===== src/rtl/wb_uart_rx.sv =====
// Wishbone-attached 8N1 UART receiver with RX FIFO, status/control/baud
// registers and a single level interrupt.
module wb_uart_rx #(
  parameter int unsigned FIFO_DEPTH  = 16,
  parameter int unsigned DEFAULT_DIV = 433
) (
  input  logic        wb_clk_i,
  input  logic        wb_rst_n,
  input  logic        wbs_stb_i,
  input  logic        wbs_cyc_i,
  input  logic        wbs_we_i,
  input  logic [3:0]  wbs_sel_i,
  input  logic [31:0] wbs_adr_i,
  input  logic [31:0] wbs_dat_i,
  output logic        wbs_ack_o,
  output logic [31:0] wbs_dat_o,
  input  logic        rx_i,
  output logic        irq_o
);

  localparam int unsigned PtrW = $clog2(FIFO_DEPTH);
  localparam int unsigned CntW = PtrW + 1;

  localparam logic [5:0] AdrRxData  = 6'd0;
  localparam logic [5:0] AdrStatus  = 6'd1;
  localparam logic [5:0] AdrCtrl    = 6'd2;
  localparam logic [5:0] AdrBaudDiv = 6'd3;

  typedef enum logic [2:0] {StIdle, StStart, StData, StStop, StBreak} state_e;

  // Bus request capture
  logic        ack_q;
  logic [5:0]  adr_q;
  logic        we_q;
  logic [15:0] wdat_q;
  logic        req;

  // Registers
  logic        rx_en_q, irq_en_q, ovr_q, fe_q, irq_q;
  logic [15:0] div_q;
  logic [15:0] eff_div;

  // Synchroniser
  logic rx_s1_q, rx_s2_q;

  // FSM
  state_e      state_q;
  logic [15:0] cnt_q;
  logic [2:0]  bit_q;
  logic [7:0]  shift_q;
  logic        push_q;
  logic [7:0]  push_byte_q;
  logic        fe_set_q;

  // FIFO
  logic [7:0]      mem_q [FIFO_DEPTH];
  logic [PtrW-1:0] wr_ptr_q, rd_ptr_q, wr_ptr_d, rd_ptr_d;
  logic [CntW-1:0] count_q, count_d;
  logic            not_empty, full, pop, flush, push_ok, ovr_set;

  // Access decode, all effective in the ack cycle
  logic rd_acc, wr_acc;
  logic [31:0] rdata;

  logic unused;
  assign unused = ^{wbs_sel_i, wbs_adr_i[31:8], wbs_adr_i[1:0], wbs_dat_i[31:16]};

  assign req    = wbs_stb_i & wbs_cyc_i & ~ack_q;
  assign rd_acc = ack_q & ~we_q;
  assign wr_acc = ack_q & we_q;

  assign eff_div   = (div_q < 16'd3) ? 16'd3 : div_q;
  assign not_empty = (count_q != '0);
  assign full      = (count_q == CntW'(FIFO_DEPTH));
  assign pop       = rd_acc & (adr_q == AdrRxData) & not_empty;
  assign flush     = wr_acc & (adr_q == AdrCtrl) & wdat_q[2];
  assign push_ok   = push_q & ~flush & (~full | pop);
  assign ovr_set   = push_q & ~flush & full & ~pop;

  // Latch the request so the ack cycle sees a stable address/data
  always_ff @(posedge wb_clk_i or negedge wb_rst_n) begin
    if (!wb_rst_n) begin
      ack_q  <= 1'b0;
      adr_q  <= '0;
      we_q   <= 1'b0;
      wdat_q <= '0;
    end else begin
      ack_q <= req;
      if (req) begin
        adr_q  <= wbs_adr_i[7:2];
        we_q   <= wbs_we_i;
        wdat_q <= wbs_dat_i[15:0];
      end
    end
  end

  // Read data mux
  always_comb begin
    rdata = '0;
    case (adr_q)
      AdrRxData:  rdata = not_empty ? {1'b1, 23'b0, mem_q[rd_ptr_q]} : 32'd0;
      AdrStatus:  rdata = {16'b0, 8'(count_q), 4'b0, fe_q, ovr_q, full, not_empty};
      AdrCtrl:    rdata = {30'b0, irq_en_q, rx_en_q};
      AdrBaudDiv: rdata = {16'b0, div_q};
      default:    rdata = '0;
    endcase
  end

  assign wbs_ack_o = ack_q;
  assign wbs_dat_o = rd_acc ? rdata : 32'd0;
  assign irq_o     = irq_q;

  // Control, baud, sticky flags and registered interrupt
  always_ff @(posedge wb_clk_i or negedge wb_rst_n) begin
    if (!wb_rst_n) begin
      rx_en_q  <= 1'b0;
      irq_en_q <= 1'b0;
      div_q    <= 16'(DEFAULT_DIV);
      ovr_q    <= 1'b0;
      fe_q     <= 1'b0;
      irq_q    <= 1'b0;
    end else begin
      if (wr_acc && adr_q == AdrCtrl) begin
        rx_en_q  <= wdat_q[0];
        irq_en_q <= wdat_q[1];
      end
      if (wr_acc && adr_q == AdrBaudDiv) begin
        div_q <= wdat_q;
      end
      // A new event in the same cycle as a W1C keeps the flag set
      ovr_q <= (ovr_q & ~(wr_acc & (adr_q == AdrStatus) & wdat_q[2])) | ovr_set;
      fe_q  <= (fe_q & ~(wr_acc & (adr_q == AdrStatus) & wdat_q[3])) | fe_set_q;
      irq_q <= irq_en_q & (not_empty | ovr_q | fe_q);
    end
  end

  // Two-flop synchroniser for the pad input
  always_ff @(posedge wb_clk_i or negedge wb_rst_n) begin
    if (!wb_rst_n) begin
      rx_s1_q <= 1'b1;
      rx_s2_q <= 1'b1;
    end else begin
      rx_s1_q <= rx_i;
      rx_s2_q <= rx_s1_q;
    end
  end

  // Receive FSM; push and frame-error strobes are registered one-cycle pulses
  always_ff @(posedge wb_clk_i or negedge wb_rst_n) begin
    if (!wb_rst_n) begin
      state_q     <= StIdle;
      cnt_q       <= '0;
      bit_q       <= '0;
      shift_q     <= '0;
      push_q      <= 1'b0;
      push_byte_q <= '0;
      fe_set_q    <= 1'b0;
    end else begin
      push_q   <= 1'b0;
      fe_set_q <= 1'b0;
      if (!rx_en_q) begin
        state_q <= StIdle;
      end else begin
        unique case (state_q)
          StIdle: begin
            if (!rx_s2_q) begin
              state_q <= StStart;
              cnt_q   <= eff_div >> 1;
            end
          end
          StStart: begin
            if (cnt_q == '0) begin
              if (!rx_s2_q) begin
                state_q <= StData;
                bit_q   <= '0;
                cnt_q   <= eff_div;
              end else begin
                state_q <= StIdle;
              end
            end else begin
              cnt_q <= cnt_q - 16'd1;
            end
          end
          StData: begin
            if (cnt_q == '0) begin
              shift_q <= {rx_s2_q, shift_q[7:1]};
              cnt_q   <= eff_div;
              if (bit_q == 3'd7) begin
                state_q <= StStop;
              end else begin
                bit_q <= bit_q + 3'd1;
              end
            end else begin
              cnt_q <= cnt_q - 16'd1;
            end
          end
          StStop: begin
            if (cnt_q == '0) begin
              if (rx_s2_q) begin
                push_q      <= 1'b1;
                push_byte_q <= shift_q;
                state_q     <= StIdle;
              end else begin
                fe_set_q <= 1'b1;
                state_q  <= StBreak;
              end
            end else begin
              cnt_q <= cnt_q - 16'd1;
            end
          end
          StBreak: begin
            if (rx_s2_q) state_q <= StIdle;
          end
          default: state_q <= StIdle;
        endcase
      end
    end
  end

  // FIFO pointer/count next state; flush overrides push and pop
  always_comb begin
    wr_ptr_d = wr_ptr_q;
    rd_ptr_d = rd_ptr_q;
    count_d  = count_q;
    if (flush) begin
      wr_ptr_d = '0;
      rd_ptr_d = '0;
      count_d  = '0;
    end else begin
      if (push_ok) wr_ptr_d = wr_ptr_q + PtrW'(1);
      if (pop)     rd_ptr_d = rd_ptr_q + PtrW'(1);
      count_d = count_q + CntW'(push_ok) - CntW'(pop);
    end
  end

  // FIFO state
  always_ff @(posedge wb_clk_i or negedge wb_rst_n) begin
    if (!wb_rst_n) begin
      wr_ptr_q <= '0;
      rd_ptr_q <= '0;
      count_q  <= '0;
    end else begin
      wr_ptr_q <= wr_ptr_d;
      rd_ptr_q <= rd_ptr_d;
      count_q  <= count_d;
    end
  end

  // FIFO storage, no reset needed
  always_ff @(posedge wb_clk_i) begin
    if (push_ok) mem_q[wr_ptr_q] <= push_byte_q;
  end

endmodule


===== config.mk =====
export PLATFORM = sky130hd
export DESIGN_NAME = wb_uart_rx
export DESIGN_NICKNAME = d
export VERILOG_FILES = /design/src/rtl/wb_uart_rx.sv
export SDC_FILE = /design/constraint.sdc
export NUM_CORES = 1
export LEC_CHECK = 0
export ABC_AREA = 1
export ABC_CLOCK_PERIOD_IN_PS = 3600
export BUFFER_PORTS_ARGS = -buffer_cell sky130_fd_sc_hd__buf_2
export CORE_MARGIN = 2
export CORE_UTILIZATION = 36
export CTS_BUF_LIST = sky130_fd_sc_hd__clkbuf_16
export CTS_CLUSTER_DIAMETER = 120
export DETAILED_ROUTE_END_ITERATION = 8
export SYNTH_ARGS = -nofsm -noshare
export SYNTH_HDL_FRONTEND = slang
export SYNTH_SLANG_ARGS = --single-unit

===== constraint.sdc =====
create_clock -name wb_clk_i -period 3.6 [get_ports wb_clk_i]
set_clock_uncertainty 0.1 [all_clocks]
set_input_delay 0.72 -clock wb_clk_i [delete_from_list [all_inputs] [get_ports wb_clk_i]]
set_output_delay 0.72 -clock wb_clk_i [all_outputs]
set_load 0.02 [all_outputs]

Word level (Yosys, flattened, before mapping)
Memories as Yosys holds them, arrays and structs flattened.
Cells that the tools add are included.
- register bits: 100
- bits in writable memories: 128
- input port bits: 74
- output and inout port bits: 34
- logic and storage cells: 137
- memories kept: 1
- add/sub/neg operators: 6
- magnitude comparators: 1
- equality and inequality tests: 22
- mux-type cells: 40
- bitwise logic cells: 30
- reduce and logical (&&, ||, !) cells: 15
- memories (name ; words ; bits a word ; rd ports ; clocked after memory_dff ; write ports ; RTL line ; RTL):
    mem_q ; 16 ; 8 ; 1 ; 0 ; 1 ; 56 ; logic [7:0] mem_q [FIFO_DEPTH];
- operators with widths (operator ; count):
    case mux 32 bit (4 select lines) ; 1
    2-to-1 mux 16 bit ; 6
    2-to-1 mux 32 bit ; 2
    case mux 16 bit (4 select lines) ; 1
    2-to-1 mux 3 bit ; 12
    != test 3 bit, second input constant ; 7
    bitwise AND 1 bit ; 18
    logical NOT 16 bit ; 1
    less-than comparator 16 x 2 -> 1 bit, second input constant ; 1
    2-to-1 mux 4 bit ; 4
    subtractor 16 x 1 -> 16 bit, second input constant ; 1
    case mux 3 bit (5 select lines) ; 1
    == test 6 x 2 -> 1 bit, second input constant ; 2
    != test 2 bit, second input constant ; 6
    AND reduction 6 bit ; 2
    2-to-1 mux 1 bit ; 10
    adder 4 x 1 -> 4 bit, second input constant ; 2
    NOT 1 bit ; 7
    == test 3 x 2 -> 1 bit, second input constant ; 2
    == test 3 bit, second input constant ; 2
    == test 6 x 1 -> 1 bit, second input constant ; 1
    logical NOT 6 bit ; 1
    case mux 3 bit (2 select lines) ; 1
    nonzero test 2 bit ; 3
    other kinds (15) ; 20

Longest topological paths before layout
Gate-level depths: netlist of run 1.
- depth in word-level cells: 9
- depth in mapped cells: 18
- depth with buffers taken out: 18

Least setup slack after synthesis of run 1
Ideal clock, no wire load.
- path kind: register -> register
- from: register ack_q (netlist: wbs_ack_o)
- to: register count_q[4]
- setup time: 0.124 ns
- arrival: 2.552 ns
- data required time: 3.376 ns
- path slack: 0.824 ns
- stages on the path, launching flop included: 18
- path buffers: 0
- period minus slack after synthesis: 2.776 ns
- cell sequence: dfrtp_1 > inv_1 > nor2_1 > nand4_1 > nor2_2 > inv_2 > nor2_1 > inv_2 > nand2_1 > ha_1 > inv_1 > fa_1 > inv_1 > nand2_1 > a21oi_1 > nor2_1 > o21ai_0 > a21oi_1
- cells in the longest elaborated chain, start to end: 9
- elaborated cells on any way between the ends: 13
- classes of those cells: 2 x add/sub; 1 x mux; 10 x bitwise
- RTL lines (what ; RTL line ; RTL):
    from (decl) ; 32 ; logic ack_q;
    from (signal assigned) ; 88 ; ack_q <= req;
    bitwise AND 1 bit ; 70 ; assign wr_acc = ack_q & we_q;
    bitwise AND 1 bit (2 in a row) ; 76 ; assign flush = wr_acc & (adr_q == AdrCtrl) & wdat_q[2];
    NOT 1 bit ; 77 ; assign push_ok = push_q & ~flush & (~full | pop);
    bitwise AND 1 bit (2 in a row) ; 77 ;
    adder 5 x 1 -> 5 bit ; 232 ; count_d = count_q + CntW'(push_ok) - CntW'(pop);
    subtractor 5 x 1 -> 5 bit ; 232 ;
    2-to-1 mux 5 bit * ; 225 ; if (flush) begin
    named net count_d[4] ; 58 ; logic [CntW-1:0] count_q, count_d;
    to (signal assigned) ; 245 ; count_q <= count_d;
    to (decl) ; 58 ;
The timed path passes the listed nets; every way through them passes the cells marked *.
A chain may end at the register's enable or synchronous reset.

Worst setup path in the final report of run 1
- from: register rd_ptr_q[0]
- to: output wbs_dat_o[2]
- cells in the longest elaborated chain, start to end: 4
- RTL lines (what ; RTL line ; RTL):
    from (decl) ; 57 ; logic [PtrW-1:0] wr_ptr_q, rd_ptr_q, wr_ptr_d, rd_ptr_d;
    from (signal assigned) ; 244 ; rd_ptr_q <= rd_ptr_d;
    memory read (16 x 8 bit) ; -- ;
    2-to-1 mux 32 bit ; 101 ; AdrRxData: rdata = not_empty ? {1'b1, 23'b0, mem_q[rd_ptr_q]} : 32'd0;
    case mux 32 bit (4 select lines) ; 100 ; case (adr_q)
    2-to-1 mux 32 bit ; 110 ; assign wbs_dat_o = rd_acc ? rdata : 32'd0;
    to (decl) ; 16 ; output logic [31:0] wbs_dat_o,
No other way between the ends.

==> impl_metrics.tcl, run 1 <==
set metrics [dict create \
    status "complete, no violations" \
    dpl_cell_area_um2 11690 \
    period_needed_ns 3.467 \
    slew_headroom_pct 15.35 \
    area_growth_pct 12.66 \
    synth-simple-area-share_pct 27.41 \
    gp_congestion 0.8536 \
    grt_max_degree 78 \
    synth_edf_count 128 \
    synth_area_leaders "edfxtp_1 35%, dfrtp_1 21%, nand2_1 14%, nand3_1 6.4%, inv_1 3.4%" \
    required_ns 2.78 \
    synth-xor-area-share_pct 0.5517 \
    synth_cell_types 47 \
    setup_viol 0 \
    grt_pass1_wl_mm 42.61 \
    ys_ff_latch 228 \
    total_power_uw 6808 \
    root_buffer "clkbuf_16" \
    drive_gt1_share_pct 13.25 \
    worstMarginPinSlew_ns 1.260 \
    hold_viol 0 \
    via_per_inst 4.901 \
    fmax_ghz 0.2885 \
    clockBufferDepth 3 \
    cts_tree "yes" \
    synthFlopType "edfxtp_1" \
    crit_type "flip-flop to output pin" \
    wl_per_cell_um 15.57 \
    avgSynthCellArea_um2 9.101 \
    dieWidth_um 179.7 \
    clk_pin_slew_ns 0.06 \
    die-area_um2 32290 \
    grtUsageTotal_pct 16.26 \
    grt_antenna_before_repair 0 \
    cts_max_level 1 \
    port_buffers 46 \
    cp_max_fo 25 \
    syn_inst 1221 \
    route.detailed.drc 0 \
    maxSlewViolCount 0 \
    yosysWarnings 0 \
    arrival_ns 2.65 \
    hold_buffers 0 \
    dr.max_layer_used "met4" \
    p_leak_uw 0.005395 \
    die_y_um 179.7 \
    irDropWorstVdd_uv 359.1 \
    rows 64 \
    dp_cells 1632 \
    yosysMostFrequentCell "nand2_1" \
    wl_met3_mm 1.260 \
    diodes 0 \
    num_vias 8228 \
    yosys-mux-area-fraction_pct 0 \
    placeableCoreArea_um2 30510 \
    rsz0062_at_grt "false" \
    p_per_area_nw_per_um2 543.9 \
    stdcell_count 1679 \
    cp-end-kind "output pin" \
    synth_top_family_by_area "simple AND/OR/NAND/NOR gates" \
    synth_seq_area_share_pct 57.19 \
    yosysTopAreaCellShare_pct 34.59 \
    pin_count 108 \
    insertion_delay_ns 0.53 \
    setup-tns-final_ns 0 \
    ant_nets 0 \
    start_kind "flip-flop" \
    start_util_pct 36.42 \
    grt_pass1_vias 7827 \
    drt_iter0_drc 510 \
    cts_sinks 228 \
    drt-met1-wl_mm 12.23 \
    min_period_over_period_pct 96.30 \
    overflow 0 \
    netlist_area_um2 11110 \
    numCtsBuffers 25 \
    yosys.area.top_type "edfxtp_1" \
    final_nets 1352 \
    dp_hpwl_mm 17.62 \
    synth_common_cells "401 x nand2_1, 142 x nand3_1, 128 x edfxtp_1, 102 x inv_1, 93 x dfrtp_1" \
    synthAdderAreaFrac_pct 1.644 \
    drt_pre_antenna_iters 4 \
    max-cap-violations 0 \
    fin_area_um2 12520 \
    min_path_type "input port to flip-flop" \
    synth_compound_area_share_pct 5.934 \
    async_flop_share_pct 43.86 \
    met2WireLength_mm 11.77 \
    routed_wl_mm 26.15 \
]
## critical path, cell delays in order, from the launching register on
cell     delay [ns]
dfrtp_2        0.42
inv_2          0.35
buf_12         0.23
nand2_1        0.06
nand2_1        0.05
nand2_1        0.05
nand3_1        0.14
nand3_1        0.11
nand2_1        0.09
nand2_1        0.07
a21oi_1        0.31
buf_2          0.23
## per-stage QoR
stage | utilization [%] | hold WS [ns] | setup WS [ns]
final | 41.03 | 0.1906 | 0.1333
after detailed placement | 38.30 | 0.2845 | 0.5188
after floorplan | - | 0.2452 | 0.8236
after global routing | 41.03 | 0.1790 | 0.01129
after CTS | 41.00 | 0.1786 | 0.0008527
after global placement | 38.30 | 0.2869 | 0.5631
## registers in the layout (all words and copies together), names as in the netlist, 3 cells and up
name	flops
adr_q	6
bit_q	3
cnt_q	16
count_q	5
div_q	16
mem_q	128
push_byte_q	8
rd_ptr_q	4
shift_q	8
state_q	3
wdat_q	16
wr_ptr_q	4
## layer usage
layer,track usage [%],up-vias
li1,-,4078
met1,23.39,3876
met2,25.49,221
met3,1.844,53
met4,5.756,0
met5,0,-
## repair_timing
item                                    in CTS  in global routing
setup buffers                                0                  0
endpoints found under the hold margin        0                  0
gates resized for setup                      0                  1
endpoints found under the setup margin       0                  4
## cell usage in the layout, fill, tap and decap left out, types with 4 or more instances in the layout
master     count
buf_2         46
nor3_1        22
edfxtp_1     128
o211ai_1       5
nor2_1        64
a22oi_1        5
inv_2         12
dfrtp_1       92
clkbuf_16     25
inv_1        107
clkinv_1       9
nor2_2         6
xor2_1         6
o21ai_2       15
nand2_2        6
nand2_4        4
nor2_4         7
nand2_1      401
nand3b_1       4
a21oi_1       25
conb_1        15
buf_4         15
dfstp_2        7
nand3_1      142
o21ai_1        7
o21ai_0       48
nand4_1       10
ha_1          13
## final timing paths
| check | start | end | slack [ns] | depth (start not counted) |
|---|---|---|---|---|
| setup / recovery | rd_ptr_q[0] | wbs_dat_o[2] | 0.13 | 11 |
| hold / removal | rx_i | rx_s1_q | 0.19 | 1 |
| setup reg to reg | wbs_ack_o | count_q[4] | 0.54 | 17 |
| hold reg to reg | rx_s1_q | rx_s2_q | 0.29 | 0 |
| max in group asynchronous | wb_rst_n | shift_q[4] | 2.34 | 2 |
| min in group asynchronous | wb_rst_n | cnt_q[8] | 0.24 | 1 |
## report_power, final
part	switching, uW	internal (uW)
clock	1050	1490
combinational	876	402
sequential	132	2860
## final cells by class
cell class | instances | area [um^2]
clock inverters | 21 | 197.7
clock buffers | 25 | 625.6
well taps | 396 | 495.5
flip-flops and latches | 228 | 6356
inverters | 117 | 444.2
repair buffers | 64 | 394.1
multi-input cells | 828 | 4005
fillers | 2987 | 17990
## cells by family after synthesis
group / after synthesis
fa+ha+maj: 14
buf+inv: 179
xor+xnor: 7
simple gates: 680
other cells: 1
flops: 228
compound gates: 112
Note: power is estimated with default switching activity, not from simulation.
==> run 2, diff against run 1 <==
ABC_CLOCK_PERIOD_IN_PS = 3300   (was 3600)
BUFFER_PORTS_ARGS = -buffer_cell sky130_fd_sc_hd__clkbuf_2   (was -buffer_cell sky130_fd_sc_hd__buf_2)
clock period = 3.3 ns   (was 3.6 ns; I/O delays follow)
==> impl_metrics.tcl, run 2 (same netlist as run 1, synthesis figures left out) <==
set metrics [dict create \
    status "complete, no violations" \
    overflow 0 \
    path_delay_family "simple AND/OR/NAND/NOR gates" \
    insertion_delay_ns 0.53 \
    layout_commonest_cell "nand2_1" \
    slew_headroom_pct 21.32 \
    routed_wl_mm 26.64 \
    final_util_pct 41.23 \
    crit_chain "clkinv_1, nand3_1, nand3_1, nand2_1, nand2_1, a21oi_1, clkbuf_2" \
    dieWidth_um 179.7 \
    critPathMaxStageDelay_ns 0.44 \
    final_nets 1359 \
    via_per_inst 4.905 \
    period_needed_ns 3.202 \
    diodes 0 \
    clockBufferDepth 3 \
    p_int_uw 5048 \
    grt_pass1_vias 7863 \
    min_path_type "input port to asynchronous set/reset pin" \
    max-cap-violations 0 \
    start_kind "flip-flop" \
    crit_type "flip-flop to output pin" \
    start_util_pct 36.42 \
    hold_viol 0 \
    p_seq_share_pct 45.0 \
    area_growth_pct 13.21 \
    num-fill-cells 2996 \
    dpl_cell_area_um2 11760 \
    irDropWorstVdd_uv 330.1 \
    p_leak_uw 0.005416 \
    drt_pre_antenna_iters 5 \
    arrival_ns 2.44 \
    cp_slowest_cell "clkinv_1" \
    min_period_over_period_pct 97.03 \
    wl_per_cell_um 15.81 \
    largest_reg_flops 128 \
    switching_power_uw 2207 \
    cp_max_fo 17 \
    grtUsageTotal_pct 16.36 \
    whs_ns 0.05010 \
    pin_count 108 \
    stdcell_count 1685 \
    die-area_um2 32290 \
    numCtsBuffers 24 \
    cp-end-kind "output pin" \
    largest-register "mem_q" \
    route.detailed.drc 0 \
    dp_hpwl_mm 17.94 \
    grt_max_degree 69 \
    die_y_um 179.7 \
    setup_viol 0 \
    grt_antenna_before_repair 0 \
    dp_cells 1640 \
    cts_tree "yes" \
    num_vias 8265 \
    worstMarginPinSlew_ns 1.171 \
    p_sw_share_pct 30.42 \
    clk_pin_slew_ns 0.07 \
    rows 64 \
    port_buffers 46 \
    grt_pass1_wl_mm 42.96 \
    drive_gt1_share_pct 13.96 \
    placeableCoreArea_um2 30510 \
    worst-path-buf-inv 2 \
    ant_nets 0 \
    p_per_area_nw_per_um2 576.7 \
    pwr-share-clk_pct 35.7 \
    drt_iter0_drc 501 \
    total_power_uw 7255 \
    cts_max_level 1 \
    fin_area_um2 12580 \
    root_buffer "clkbuf_16" \
    mostFrequentLayoutCells "401 x nand2_1, 142 x nand3_1, 128 x edfxtp_1, 107 x inv_1, 92 x dfrtp_1" \
    rsz0062_at_grt "true" \
    maxSlewViolCount 0 \
    cts_sinks 228 \
    required_ns 2.54 \
    hold_buffers 0 \
    fmax_ghz 0.3123 \
    gp_congestion 0.8819 \
    p_comb_share_pct 19.3 \
]
[run 2: cell types whose count changed in the layout (fill, tap and decap cells not counted), moves of 2 or more]
cell,change
a21oi_1,-3
a21oi_2,+3
buf_2,-45
buf_4,+8
clkbuf_2,+43
clkinv_2,+2
[run 2: final timing paths]
| path | startpoint | depth (start not counted) | slack, ns | end |
|---|---|---|---|---|
| max | rd_ptr_q[2] | 7 | 0.1 | wbs_dat_o[1] |
| min | wb_rst_n | 1 | 0.05 | cnt_q[8] |
| max reg2reg | wbs_ack_o | 6 | 0.35 | mem_q[11][2] |
| min reg2reg | rx_s1_q | 0 | 0.28 | rx_s2_q |
| max in group asynchronous | wb_rst_n | 2 | 2.27 | div_q[7] |
| min in group wb_clk_i | rx_i | 1 | 0.14 | rx_s1_q |
[run 2: through the flow]
| step | TNS [ns] | setup slack [ns] |
|---|---|---|
| after CTS | 0 | 0.007909 |
| after floorplan | 0 | 0.5236 |
| after detailed placement | 0 | 0.3473 |
| final | 0 | 0.09802 |
| after global placement | 0 | 0.3477 |
| after global routing | -0.006231 | -0.006231 |
[run 2: power by group through the flow]
stage / sequential (uW) / clock, uW / combinational [uW]
final: 3260 / 2590 / 1400
after global routing: 3280 / 2760 / 1600
after CTS: 3260 / 2640 / 1380
after detailed placement: 3310 / 0 / 1370
after global placement: 3310 / 0 / 1350
after floorplan: 3270 / 0 / 1120
[run 2: cell type report]
type | count | area [um^2] | share of cell area [%]
Timing Repair Buffer | 72 | 496.7 | 3.949
Multi-Input combinational cell | 828 | 4025 | 32.00
Clock buffer | 24 | 600.6 | 4.774
Tap cell | 396 | 495.5 | 3.939
Sequential cell | 228 | 6356 | 50.53
Clock inverter | 20 | 153.9 | 1.223
Inverter | 117 | 451.7 | 3.591
[run 2: layer usage]
metal	share of wire [%]	GRT usage, %	vias to the layer above
met5	0	0	-
met3	4.4	1.722	45
li1	-	-	4106
met2	47	26.25	211
met1	46	23.53	3903
met4	2.6	4.748	0
[run 2: what timing repair did]
item / CTS / global route
setup endpoints to repair: 4 / 4
pin swaps: 0 / 0
gates cloned: 0 / 1
setup buffers: 0 / 0
resized for setup: 2 / 10
hold endpoints to repair: 0 / 0
